File: src/rtl/z16_mem_arbiter.sv
// Two-port round-robin arbiter in front of the single-port Z16 data memory.
// Port 0 is the CPU load/store path and port 1 is the debug/program loader.
module z16_mem_arbiter #(
  parameter int ADDR_W = 16,
  parameter int DATA_W = 16
) (
  input  logic              i_clk,
  input  logic              i_rst,
  input  logic              i_m0_req,
  input  logic              i_m0_wen,
  input  logic [ADDR_W-1:0] i_m0_addr,
  input  logic [DATA_W-1:0] i_m0_wdata,
  output logic              o_m0_gnt,
  output logic              o_m0_stall,
  output logic              o_m0_rvalid,
  output logic [DATA_W-1:0] o_m0_rdata,
  input  logic              i_m1_req,
  input  logic              i_m1_wen,
  input  logic [ADDR_W-1:0] i_m1_addr,
  input  logic [DATA_W-1:0] i_m1_wdata,
  output logic              o_m1_gnt,
  output logic              o_m1_stall,
  output logic              o_m1_rvalid,
  output logic [DATA_W-1:0] o_m1_rdata,
  output logic [ADDR_W-1:0] o_mem_addr,
  output logic              o_mem_wen,
  output logic [DATA_W-1:0] o_mem_wdata,
  input  logic [DATA_W-1:0] i_mem_rdata
);

  typedef enum logic {
    PORT0 = 1'b0,
    PORT1 = 1'b1
  } port_e;

  port_e             r_last;
  port_e             w_last_nxt;
  logic              r_rsel;
  logic              r_rpend;
  logic [DATA_W-1:0] r_m0_rdata;
  logic [DATA_W-1:0] r_m1_rdata;
  logic              w_gnt0;
  logic              w_gnt1;
  logic              w_rd0;
  logic              w_rd1;

  // On a tie the port that did not win last time goes next; reset blocks all grants.
  always_comb begin
    w_gnt0 = 1'b0;
    w_gnt1 = 1'b0;
    if (!i_rst) begin
      if (i_m0_req && i_m1_req) begin
        if (r_last == PORT1) w_gnt0 = 1'b1;
        else                 w_gnt1 = 1'b1;
      end else if (i_m0_req) begin
        w_gnt0 = 1'b1;
      end else if (i_m1_req) begin
        w_gnt1 = 1'b1;
      end
    end
  end

  always_comb begin
    w_last_nxt = r_last;
    if (w_gnt0)      w_last_nxt = PORT0;
    else if (w_gnt1) w_last_nxt = PORT1;
  end

  always_comb begin
    o_mem_addr  = '0;
    o_mem_wdata = '0;
    o_mem_wen   = 1'b0;
    if (w_gnt0) begin
      o_mem_addr  = i_m0_addr;
      o_mem_wdata = i_m0_wdata;
      o_mem_wen   = i_m0_wen;
    end else if (w_gnt1) begin
      o_mem_addr  = i_m1_addr;
      o_mem_wdata = i_m1_wdata;
      o_mem_wen   = i_m1_wen;
    end
  end

  assign w_rd0 = w_gnt0 & ~i_m0_wen;
  assign w_rd1 = w_gnt1 & ~i_m1_wen;

  always_ff @(posedge i_clk) begin
    if (i_rst) begin
      r_last     <= PORT1;
      r_rsel     <= 1'b0;
      r_rpend    <= 1'b0;
      r_m0_rdata <= '0;
      r_m1_rdata <= '0;
    end else begin
      r_last  <= w_last_nxt;
      r_rpend <= w_rd0 | w_rd1;
      r_rsel  <= w_rd1;
      if (w_rd0) r_m0_rdata <= i_mem_rdata;
      if (w_rd1) r_m1_rdata <= i_mem_rdata;
    end
  end

  assign o_m0_gnt    = w_gnt0;
  assign o_m1_gnt    = w_gnt1;
  assign o_m0_stall  = i_m0_req & ~w_gnt0;
  assign o_m1_stall  = i_m1_req & ~w_gnt1;
  assign o_m0_rvalid = r_rpend & ~r_rsel;
  assign o_m1_rvalid = r_rpend & r_rsel;
  assign o_m0_rdata  = r_m0_rdata;
  assign o_m1_rdata  = r_m1_rdata;

endmodule

File: config.mk
export PLATFORM = sky130hd
export DESIGN_NAME = z16_mem_arbiter
export DESIGN_NICKNAME = d
export VERILOG_FILES = /design/src/rtl/z16_mem_arbiter.sv
export SDC_FILE = /design/constraint.sdc
export NUM_CORES = 1
export LEC_CHECK = 0
export CAP_MARGIN = 25
export CELL_PAD_IN_SITES_DETAIL_PLACEMENT = 1
export CELL_PAD_IN_SITES_GLOBAL_PLACEMENT = 1
export CORE_MARGIN = 2
export CORE_UTILIZATION = 19
export DETAILED_ROUTE_END_ITERATION = 16
export GPL_TIMING_DRIVEN = 0
export PLACE_DENSITY = 0.76
export REMOVE_ABC_BUFFERS = 1
export SLEW_MARGIN = 20
export SYNTH_ARGS = -nofsm -noshare
export SYNTH_HDL_FRONTEND = slang
export SYNTH_SLANG_ARGS = --single-unit
export TNS_END_PERCENT = 10
File: constraint.sdc
create_clock -name i_clk -period 1.65 [get_ports i_clk]
set_clock_uncertainty 0.2 [all_clocks]
set_input_delay 0.4125 -clock i_clk [delete_from_list [all_inputs] [get_ports i_clk]]
set_output_delay 0.4125 -clock i_clk [all_outputs]
set_load 0.005 [all_outputs]
==> flow_summary.yaml <==
outcome:
  status: "finished with violations"
  failed_checks: "setup timing"
critical_path:
  ff2ff_path_depth: 4
  startpoint_of_the_worst_register_to_register_path: "r_last$_SDFFE_PP1P_"
  worstPathCellList: "buf_4 > nand2b_4 > and2_4 > buf_4 > a22o_1 > buf_2"
  worst_path_arrival_time_ns: 1.57
  critical_path_required_ns: 1.04
  regToRegSetupSlack_ns: 0.09
  crit_path_max_fanout: 6
  worst-path-buf-inv: 3
  setup.worst_path.start_class: "flip-flop"
  regToRegEndpoint: "o_m0_rdata[15]$_SDFFE_PP0P_"
  crit_path_frequent_cell: "sky130_fd_sc_hd__buf_4"
  cp_top_family: "buffers and inverters"
  critical-path-slowest-cell: "sky130_fd_sc_hd__dfxtp_2"
  worst_path_largest_cell_delay_ns: 0.32
  critical_path_origin: "r_last$_SDFFE_PP1P_"
  critPathCaptureType: "primary output"
  criticalPathCategory: "reg -> out"
synthesis:
  synth.ff_latch_count: 35
  netlist.area_leader.share_pct: 39.8
  synth_cells: 186
  synth_area_leaders: "sky130_fd_sc_hd__dfxtp_1 (40%), sky130_fd_sc_hd__a22o_1 (14%), sky130_fd_sc_hd__mux2i_1 (9.1%)"
  library_cell_with_the_largest_summed_area_after_synthesis: "sky130_fd_sc_hd__dfxtp_1"
  average_instance_area_after_synthesis_um2: 9.46
  syn_area_um2: 1760
  synth_cell_types: 22
  yosys_warnings: 0
  seq_area_frac_synth_pct: 39.8
placed_design:
  place_hpwl_um: 5550
  placement.setup.worst_slack_ns: -1.61
  placedCellCount: 436
  place_congestion: 0.677
  port_buffers: 156
cts:
  numCtsBuffers: 5
  worst_skew_pair.late_latency_ns: 0.28
  clkSinkCount: 35
  cts_hold_buffers: 0
  clk_transition_reported_paths_ns: 0.07
  cts_tree: "yes"
  cts_max_level: 2
  clock-root-buffer: "sky130_fd_sc_hd__clkbuf_8"
  cts_buffer_depth: 2
global_route:
  groute.layer.met2.usage_pct: 29.0
  grt-ovfl-total: 0
  globalRouteMet1Util_pct: 17.1
  largest_net_degree_at_the_start_of_global_routing: 34
  use_met3_pct: 5.57
  grt_util_all_layers_pct: 15.7
  antenna_found_initial: 1
  grt_pass1_vias: 2272
  gr-max-usage-layer: "met2"
  grt_first_pass_wirelength_um: 12400
flow_run:
  cap_viol_max_count: 0
timing:
  worst_slew_margin_rel_pct: 68.1
  final_critical_path_setup_slack_ns: -0.529
  setup-tns-final_ns: -16.41
  whs_ns: 0.258
  post-route-period-util_pct: 132
  timing_max_transition_violations_final: 0
  unrepaired_setup_endpoints_after_global_routing: "true"
  number_of_hold_violations_in_the_final_report: 0
  period_needed_ns: 2.18
  timing.final.setup_violations: 37
  fmax_mhz: 459
  timing_worst_slew_pin_value_ns: 0.478
final_layout:
  fraction_of_final_layout_cells_sized_beyond_drive_strength_1_pct: 26.5
  layout.cells.non_filler: 470
  num-nets-final: 443
  syn_to_final_growth_pct: 103
  fillerInstances: 1061
detailed_routing:
  drtAntennaViolNets: 0
  drt_pre_antenna_iters: 4
  drt-wirelength-per-cell_um: 18.3
  vias: 2149
  total_routed_length_um: 8620
  drc_errors: 0
  via_per_instance_ratio: 4.57
  detailedRoute.firstIterationViolations: 53
worst_hold_path:
  timing.hold.worst_path_depth: 2
  worst_hold_path.endpoint: "o_m0_rdata[10]$_SDFFE_PP0P_"
  startpoint_of_the_tightest_hold_check_path: "o_m0_rdata[10]$_SDFFE_PP0P_"
  class_of_the_tightest_hold_or_removal_check: "reg -> reg"
power:
  static-leakage-power_uw: 0.00168
  fin_total_pwr_uw: 2170
  p_per_area_nw_per_um2: 607
  max-vdd-ir-drop_uv: 365
floorplan:
  floorplan.rows: 35
  design.core.area_um2: 9110
  chipWidth_um: 100
  die-area_um2: 10100
  dieHeight_um: 100
  initial_utilization_pct: 19.3
  design.portCount: 157
==> kinds of logic after synthesis <==
group	after synthesis	share of synthesized area [%]
AOI/OAI and AO/OA	66	29.6
buffers and inverters	38	12.4
DFF	35	39.8
and+or+nand+nor	31	9.10
muxes	16	9.10
==> cells in the final DEF, fill, tap and decap left out, drive strengths merged, types with 2 or more instances in the layout <==
cell type	instances
o21ai	17
buf	59
dlygate4sd2	34
clkdlybuf4s15	5
inv	20
clkdlybuf4s50	80
dfxtp	35
nor2b	4
nand2	17
nor2	2
and2	6
o311ai	16
clkbuf	7
mux2i	16
a22o	33
==> worst register-to-register path, stage by stage (launching register included) <==
cell and delay, ns:
sky130_fd_sc_hd__dfxtp_2 0.33, sky130_fd_sc_hd__buf_4 0.10, sky130_fd_sc_hd__nand2b_4 0.15, sky130_fd_sc_hd__and3b_4 0.46
sky130_fd_sc_hd__mux2i_1 0.25
==> flip-flops by register name, indices dropped and copies added, names as in the netlist <==
signal / cells
o_m0_rdata: 16
o_m1_rdata: 16
r_last: 1
r_rpend: 1
r_rsel: 1
==> layer usage <==
metal	share of wire (%)	vias to the layer above
li1	-	1027
met1	39	1019
met2	51	95
met3	8.4	8
met4	1.1	0
met5	0	-
==> power breakdown <==
part	total [µW]	switching, µW	internal (µW)
Sequential	909	19.5	889
Combinational	660	254	406
Clock	605	310	295
==> final cells by class <==
cell class	instances	area, µm²	area share [%]
multi-input cells	116	938	26.2
well taps	111	139	3.88
flip-flops and latches	35	712	19.9
clock inverters	2	12.5	0.350
diodes	1	2.50	0.0699
clock buffers	6	72.6	2.03
repair buffers	179	1620	45.3
inverters	20	80.1	2.24
==> through the flow <==
step                      util, %  cell area (µm²)
after floorplan                 -             1620
after global placement       36.4             3320
after detailed placement     36.6             3330
after CTS                    39.1             3560
after global routing         39.3             3580
final                        39.3             3580
==> synthesized netlist by cell type (all sizes together) <==
cell type and n:
mux2i 16, o311ai 16, o21ai 17, and2 3, buf 11, clkbuf 7, or2 1, nand3 1
dfxtp 35, a22o 33, and3b 1, nor2b 4, nand2 17, nand2b 1, nor2 2, nor3 1
inv 20
==> worst max-delay path by stage <==
stage | end | slack, ns | depth (start not counted)
2_1_floorplan | o_mem_addr[10] | -0.51 | 3
6_report | o_mem_addr[2] | -0.53 | 6
5_1_grt | o_mem_addr[3] | -0.58 | 7
3_3_place_gp | o_mem_addr[11] | -1.94 | 5
3_5_place_dp | o_mem_wdata[10] | -1.61 | 6
4_1_cts | o_mem_addr[9] | -0.57 | 7
==> repair_timing <==
action                     in CTS  in global routing
pin swaps                       7                 20
gates resized for setup       213                 25
setup buffers                  18                  3
cloned                          5                  0
setup endpoints to repair     106                 49
(Power assumes the default switching activity.)
